--- config.mk ---
export PLATFORM = sky130hd
export DESIGN_NAME = pipeline_latch_ctrl
export DESIGN_NICKNAME = d
export VERILOG_FILES = /design/src/rtl/cpu_types_pkg.sv /design/src/rtl/pipeline_latch_ctrl.sv
export SDC_FILE = /design/constraint.sdc
export NUM_CORES = 1
export LEC_CHECK = 0
export CAP_MARGIN = 20
export CELL_PAD_IN_SITES_DETAIL_PLACEMENT = 0
export CELL_PAD_IN_SITES_GLOBAL_PLACEMENT = 1
export CORE_UTILIZATION = 30
export DETAILED_ROUTE_END_ITERATION = 16
export PLACE_DENSITY_LB_ADDON = 0.05
export REMOVE_ABC_BUFFERS = 1
export SLEW_MARGIN = 20
export SYNTH_ARGS = -nofsm -noshare
export SYNTH_HDL_FRONTEND = slang
export SYNTH_SLANG_ARGS = --single-unit
--- constraint.sdc ---
create_clock -name CLK -period 1.8 [get_ports CLK]
set_input_delay 0.36 -clock CLK [delete_from_list [all_inputs] [get_ports CLK]]
set_output_delay 0.36 -clock CLK [all_outputs]
set_load 0.005 [all_outputs]
--- src/rtl/cpu_types_pkg.sv ---
// Shared CPU control types: pipeline-latch controller states and PC-source encodings.
package cpu_types_pkg;

  typedef enum logic [2:0] {
    RUN    = 3'd0,
    DWAIT  = 3'd1,
    SQUASH = 3'd2,
    DRAIN  = 3'd3,
    HALTED = 3'd4
  } pctrl_state_t;

  localparam logic [1:0] PCSRC_SEQ = 2'b00;

endpackage

--- src/rtl/pipeline_latch_ctrl.sv ---
// Per-latch enable/flush control with memory-wait, branch-squash and halt-drain sequencing.
// Optional statistic counters are built when PIPE_STATS_EN is defined.
module pipeline_latch_ctrl
  import cpu_types_pkg::*;
#(
  parameter int SQUASH_CYCLES = 2,
  parameter int HALT_DRAIN    = 2
) (
  input  logic       CLK,
  input  logic       RST,
  input  logic       IFdopause,
  input  logic       IDdopause,
  input  logic       ihit,
  input  logic       dhit,
  input  logic       dmemREN,
  input  logic       dmemWEN,
  input  logic [1:0] PCSrc,
  input  logic       halt,
  output logic       pc_en,
  output logic       IFID_en,
  output logic       IFID_flush,
  output logic       IDEX_en,
  output logic       IDEX_flush,
  output logic       EXMEM_en,
  output logic       MEMWB_en,
  output logic       halted
`ifdef PIPE_STATS_EN
  ,
  output logic [31:0] stall_cycles,
  output logic [31:0] squash_events,
  output logic [31:0] dwait_cycles
`endif
);

  pctrl_state_t state, next_state;
  logic [2:0]   squash_cnt, squash_next;
  logic [1:0]   drain_cnt, drain_next;
  logic         dmem_pend;
  logic         squash_mode;
  logic         branch_take;

  assign dmem_pend = (dmemREN | dmemWEN) & ~dhit;

  // Next-state, counter and Mealy latch-control decode.
  always_comb begin
    pc_en       = 1'b0;
    IFID_en     = 1'b0;
    IFID_flush  = 1'b0;
    IDEX_en     = 1'b0;
    IDEX_flush  = 1'b0;
    EXMEM_en    = 1'b0;
    MEMWB_en    = 1'b0;
    halted      = 1'b0;
    next_state  = state;
    squash_next = squash_cnt;
    drain_next  = drain_cnt;
    branch_take = 1'b0;
    // A memory wait entered mid-squash resumes squashing once dhit arrives.
    squash_mode = (state == SQUASH) || ((state == DWAIT) && (squash_cnt != 3'd0));
    if (RST) begin
      next_state  = RUN;
      squash_next = 3'd0;
      drain_next  = 2'd0;
    end else begin
      case (state)
        HALTED: begin
          halted = 1'b1;
        end
        DRAIN: begin
          IFID_en    = 1'b1;
          IFID_flush = 1'b1;
          IDEX_en    = 1'b1;
          IDEX_flush = 1'b1;
          EXMEM_en   = 1'b1;
          MEMWB_en   = 1'b1;
          drain_next = (drain_cnt == 2'd0) ? 2'd0 : drain_cnt - 2'd1;
          next_state = (drain_cnt <= 2'd1) ? HALTED : DRAIN;
        end
        RUN, SQUASH, DWAIT: begin
          if (dmem_pend) begin
            next_state = DWAIT;
          end else if (halt) begin
            IFID_en     = 1'b1;
            IFID_flush  = 1'b1;
            IDEX_en     = 1'b1;
            IDEX_flush  = 1'b1;
            EXMEM_en    = 1'b1;
            MEMWB_en    = 1'b1;
            squash_next = 3'd0;
            if (HALT_DRAIN == 0) begin
              next_state = HALTED;
            end else begin
              drain_next = 2'(HALT_DRAIN);
              next_state = DRAIN;
            end
          end else if (PCSrc != PCSRC_SEQ) begin
            pc_en       = 1'b1;
            IFID_en     = 1'b1;
            IFID_flush  = 1'b1;
            IDEX_en     = 1'b1;
            IDEX_flush  = 1'b1;
            EXMEM_en    = 1'b1;
            MEMWB_en    = 1'b1;
            branch_take = 1'b1;
            squash_next = 3'(SQUASH_CYCLES - 1);
            next_state  = (SQUASH_CYCLES > 1) ? SQUASH : RUN;
          end else begin
            if (IDdopause) begin
              IDEX_en    = 1'b1;
              IDEX_flush = 1'b1;
              EXMEM_en   = 1'b1;
              MEMWB_en   = 1'b1;
            end else if (IFdopause || !ihit) begin
              IFID_en    = 1'b1;
              IFID_flush = 1'b1;
              IDEX_en    = 1'b1;
              EXMEM_en   = 1'b1;
              MEMWB_en   = 1'b1;
            end else begin
              pc_en    = 1'b1;
              IFID_en  = 1'b1;
              IDEX_en  = 1'b1;
              EXMEM_en = 1'b1;
              MEMWB_en = 1'b1;
            end
            // Squash bubbles are only consumed on cycles IF/ID actually loads.
            if (squash_mode) begin
              if (IFID_en) begin
                IFID_flush  = 1'b1;
                squash_next = (squash_cnt == 3'd0) ? 3'd0 : squash_cnt - 3'd1;
                next_state  = (squash_cnt <= 3'd1) ? RUN : SQUASH;
              end else begin
                next_state = SQUASH;
              end
            end else begin
              next_state = RUN;
            end
          end
        end
        default: begin
          next_state = RUN;
        end
      endcase
    end
  end

  // State and sequencing counters.
  always_ff @(posedge CLK) begin
    if (RST) begin
      state      <= RUN;
      squash_cnt <= 3'd0;
      drain_cnt  <= 2'd0;
    end else begin
      state      <= next_state;
      squash_cnt <= squash_next;
      drain_cnt  <= drain_next;
    end
  end

`ifdef PIPE_STATS_EN
  // Free-running statistics, frozen once the pipe has halted.
  always_ff @(posedge CLK) begin
    if (RST) begin
      stall_cycles  <= 32'd0;
      squash_events <= 32'd0;
      dwait_cycles  <= 32'd0;
    end else if (!halted) begin
      stall_cycles  <= stall_cycles + {31'd0, ~pc_en};
      squash_events <= squash_events + {31'd0, branch_take};
      dwait_cycles  <= dwait_cycles + {31'd0, (state == DWAIT)};
    end else begin
      stall_cycles  <= stall_cycles;
      squash_events <= squash_events;
      dwait_cycles  <= dwait_cycles;
    end
  end
`endif

endmodule

==> results.sh <==
export IMPL_ys_seq_elements=8
export IMPL_drive_gt1_share_pct=38.5
export IMPL_io_pin_count=19
export IMPL_ff2ff_path_depth=6
export IMPL_wl_mm=1.68
export IMPL_max_stage_delay_ps=390
export IMPL_peakVddDrop_mv=0.416
export IMPL_skew_ps=5.33
export IMPL_initial_utilization_pct=32.0
export IMPL_nets=122
export IMPL_clkTransAtPathRegs_ps=60
export IMPL_grt_max_degree=9
export IMPL_cts_root_buf="clkbuf_4"
export IMPL_yosysWarnings=0
export IMPL_power_leakage_uw=0.000399
export IMPL_whs_endpoint="drain_cnt[0]"
export IMPL_timing_final_hold_violations=0
export IMPL_fin_util_pct=52.6
export IMPL_violations="negative setup slack"
export IMPL_fin_crit_sh_pct=104
export IMPL_globalRouteOverflowTotal=0
export IMPL_r2r_end="squash_cnt[0]"
export IMPL_gp_congestion=0.770
export IMPL_fmax_ghz=0.532
export IMPL_synth_top_family_by_area="compound AO/OA/AOI/OAI gates"
export IMPL_syn_area_um2=559
export IMPL_cts_max_level=1
export IMPL_tns_ps=-78.8
export IMPL_portBuffers=18
export IMPL_routedWlPerCell_um=12.5
export IMPL_cts_sinks=8
export IMPL_p_total_uw=502
export IMPL_crit_chain="or3_4 > a21oi_2 > nor2_2 > o31a_1 > buf_2"
export IMPL_min_from="drain_cnt[0]"
export IMPL_synth_compound_gate_area_share_pct=34.0
export IMPL_synth_simple_area_share_pct=31.5
export IMPL_track_usage_pct=18.9
export IMPL_cts_inserted_buffers=3
export IMPL_die_h_um=45.2
export IMPL_grt_pass1_wl_mm=2.75
export IMPL_avgSynthCellArea_um2=7.56
export IMPL_final_area_um2=918
export IMPL_power_density_nw_per_um2=547
export IMPL_place_area_um2=870
export IMPL_drt_iter0_drc=7
export IMPL_status="finished with violations"
export IMPL_rsz0062_at_grt="true"
export IMPL_cap_violations=0
export IMPL_reg2reg_from="state[2]"
export IMPL_rows=15
export IMPL_hpwl_mm=1.30
export IMPL_tritoncts="yes"
export IMPL_die_area_um2=2040
export IMPL_tightest_slew_ps=361
export IMPL_syn_to_final_growth_pct=64.2
export IMPL_synth_xor_area_share_pct=0
export IMPL_ant_nets=0
export IMPL_finalSetupViolations=1
export IMPL_worstHoldPathCells=2
export IMPL_final_cell_mix="buf_4 (18), a21oi_1 (11), dlygate4sd2_1 (11)"
export IMPL_cts_hold_buffers=0
export IMPL_seq_area_frac_synth_pct=28.6
export IMPL_clock_latency_ps=250
export IMPL_core_region_area_um2=1750
export IMPL_viasPerCell=4.96
export IMPL_start_kind="flop"
export IMPL_crit_path_end_kind="output port"
export IMPL_via_count=665
export IMPL_cp_data_arrival_time_ps=1520
export IMPL_mostFrequentLayoutCell="buf_4"
export IMPL_drc=0
export IMPL_slew_violations=0
export IMPL_relSlewSlack_pct=75.9
export IMPL_antenna_found_initial=0
export IMPL_clk_path_buf_depth=2
export IMPL_r2r_setup_slack_ps=140
export IMPL_setup_slack_ps=-78.8
export IMPL_postSynthCellCount=74
export IMPL_synth_area_mux_share_pct=0
export IMPL_crit_path_top_delay_cell="or3_4"
export IMPL_synthAdderAreaFrac_pct=0
export IMPL_cp_required_ps=1440
export IMPL_grt_pass1_vias=641
export IMPL_period_minus_slack_ps=1880
export IMPL_ys_types=29
export IMPL_hold_path_class="flop to flop"
export IMPL_first_pass_iters=2
export IMPL_critical_path_max_fanout=2
export IMPL_num_antenna_cells=0
export IMPL_die_w_um=45.2
export IMPL_worst_setup_path_type="flop to output port"
-- power breakdown --
part	switching, µW	internal, µW	leakage (µW)
Sequential	8.06	187	0.0000660
Clock	62.1	76.4	0.0000138
Combinational	76.4	92.7	0.000319
Total	146	356	0.000399
-- final cells by class --
| type | count | area (µm²) |
|---|---|---|
| fill | 193 | 827 |
| timing repair buffer | 37 | 293 |
| inverter | 1 | 3.75 |
| tap | 25 | 31.3 |
| multi-input combinational | 60 | 407 |
| clock buffer | 3 | 22.5 |
| sequential | 8 | 161 |
-- synthesized netlist by cell type, drive strengths merged --
library cell | number | share of area [%]
or2 | 2 | 2.2
nor3b | 1 | 2.2
a221oi | 2 | 4.3
dfxtp | 8 | 29
and2b | 1 | 1.3
buf | 4 | 4.5
nor2 | 8 | 5.4
clkbuf | 1 | 0.67
nor2b | 1 | 1.1
a21oi | 14 | 13
o41a | 1 | 2.0
or4b | 2 | 3.6
o21bai | 1 | 3.4
or3 | 3 | 3.4
inv | 1 | 0.67
nor4b | 1 | 1.6
o31a | 1 | 1.6
and3b | 1 | 1.6
nand2 | 5 | 3.8
nand3 | 1 | 0.89
and2 | 1 | 1.1
o31ai | 1 | 1.3
o21ai | 10 | 8.9
nand2b | 3 | 3.4
-- stage by stage --
step | hold WS (ps) | instances | worst slack (ps)
finish | 505 | 134 | -78.8
global route | 537 | 134 | -131
CTS | 514 | 134 | -107
detailed placement | 508 | 129 | -544
global placement | 489 | 129 | -516
floorplan | 429 | 69 | 253
-- worst max-delay path, delay by kind of cell (launching register included) --
family | cells | cell delay (ps)
AND/OR/NAND/NOR | 2 | 450
AO/OA/AOI/OAI | 2 | 380
flip-flops | 1 | 320
buffers and inverters | 1 | 130
-- cells by family (layout without fill, tap and decap cells) --
kind of cell / after synthesis / in the layout
and+or+nand+nor: 30 / 30
AOI/OAI and AO/OA: 30 / 30
buffers and inverters: 6 / 41
DFF: 8 / 8
-- registers in the layout, indices dropped and copies added (netlist names) --
name        count
drain_cnt       2
squash_cnt      3
state           3
-- repair_timing --
action	4_1_cts	5_1_grt
pin swaps	9	5
resized for setup	35	5
setup endpoints to repair	9	2
setup buffers	2	0
gates cloned	0	0
endpoints found under the hold margin	0	0
-- worst max path at each step --
stage | from | endpoint | slack (ps) | depth (start not counted)
finish | squash_cnt[1] | IFID_flush | -80 | 5
global route | squash_cnt[1] | IFID_flush | -130 | 5
CTS | squash_cnt[2] | IFID_flush | -110 | 5
detailed placement | halt | IFID_flush | -540 | 6
global placement | halt | IFID_flush | -520 | 6
floorplan | squash_cnt[0] | IFID_flush | 250 | 4
-- routing by layer --
metal / GRT usage (%) / routed length (µm) / vias up
met1: 23.2 / 788 / 317
met3: 6.00 / 41 / 0
li1: - / - / 341
met5: 0 / 0 / -
met4: 3.64 / 0 / 0
met2: 32.2 / 845 / 7
Power figures use the tool's default switching activity.
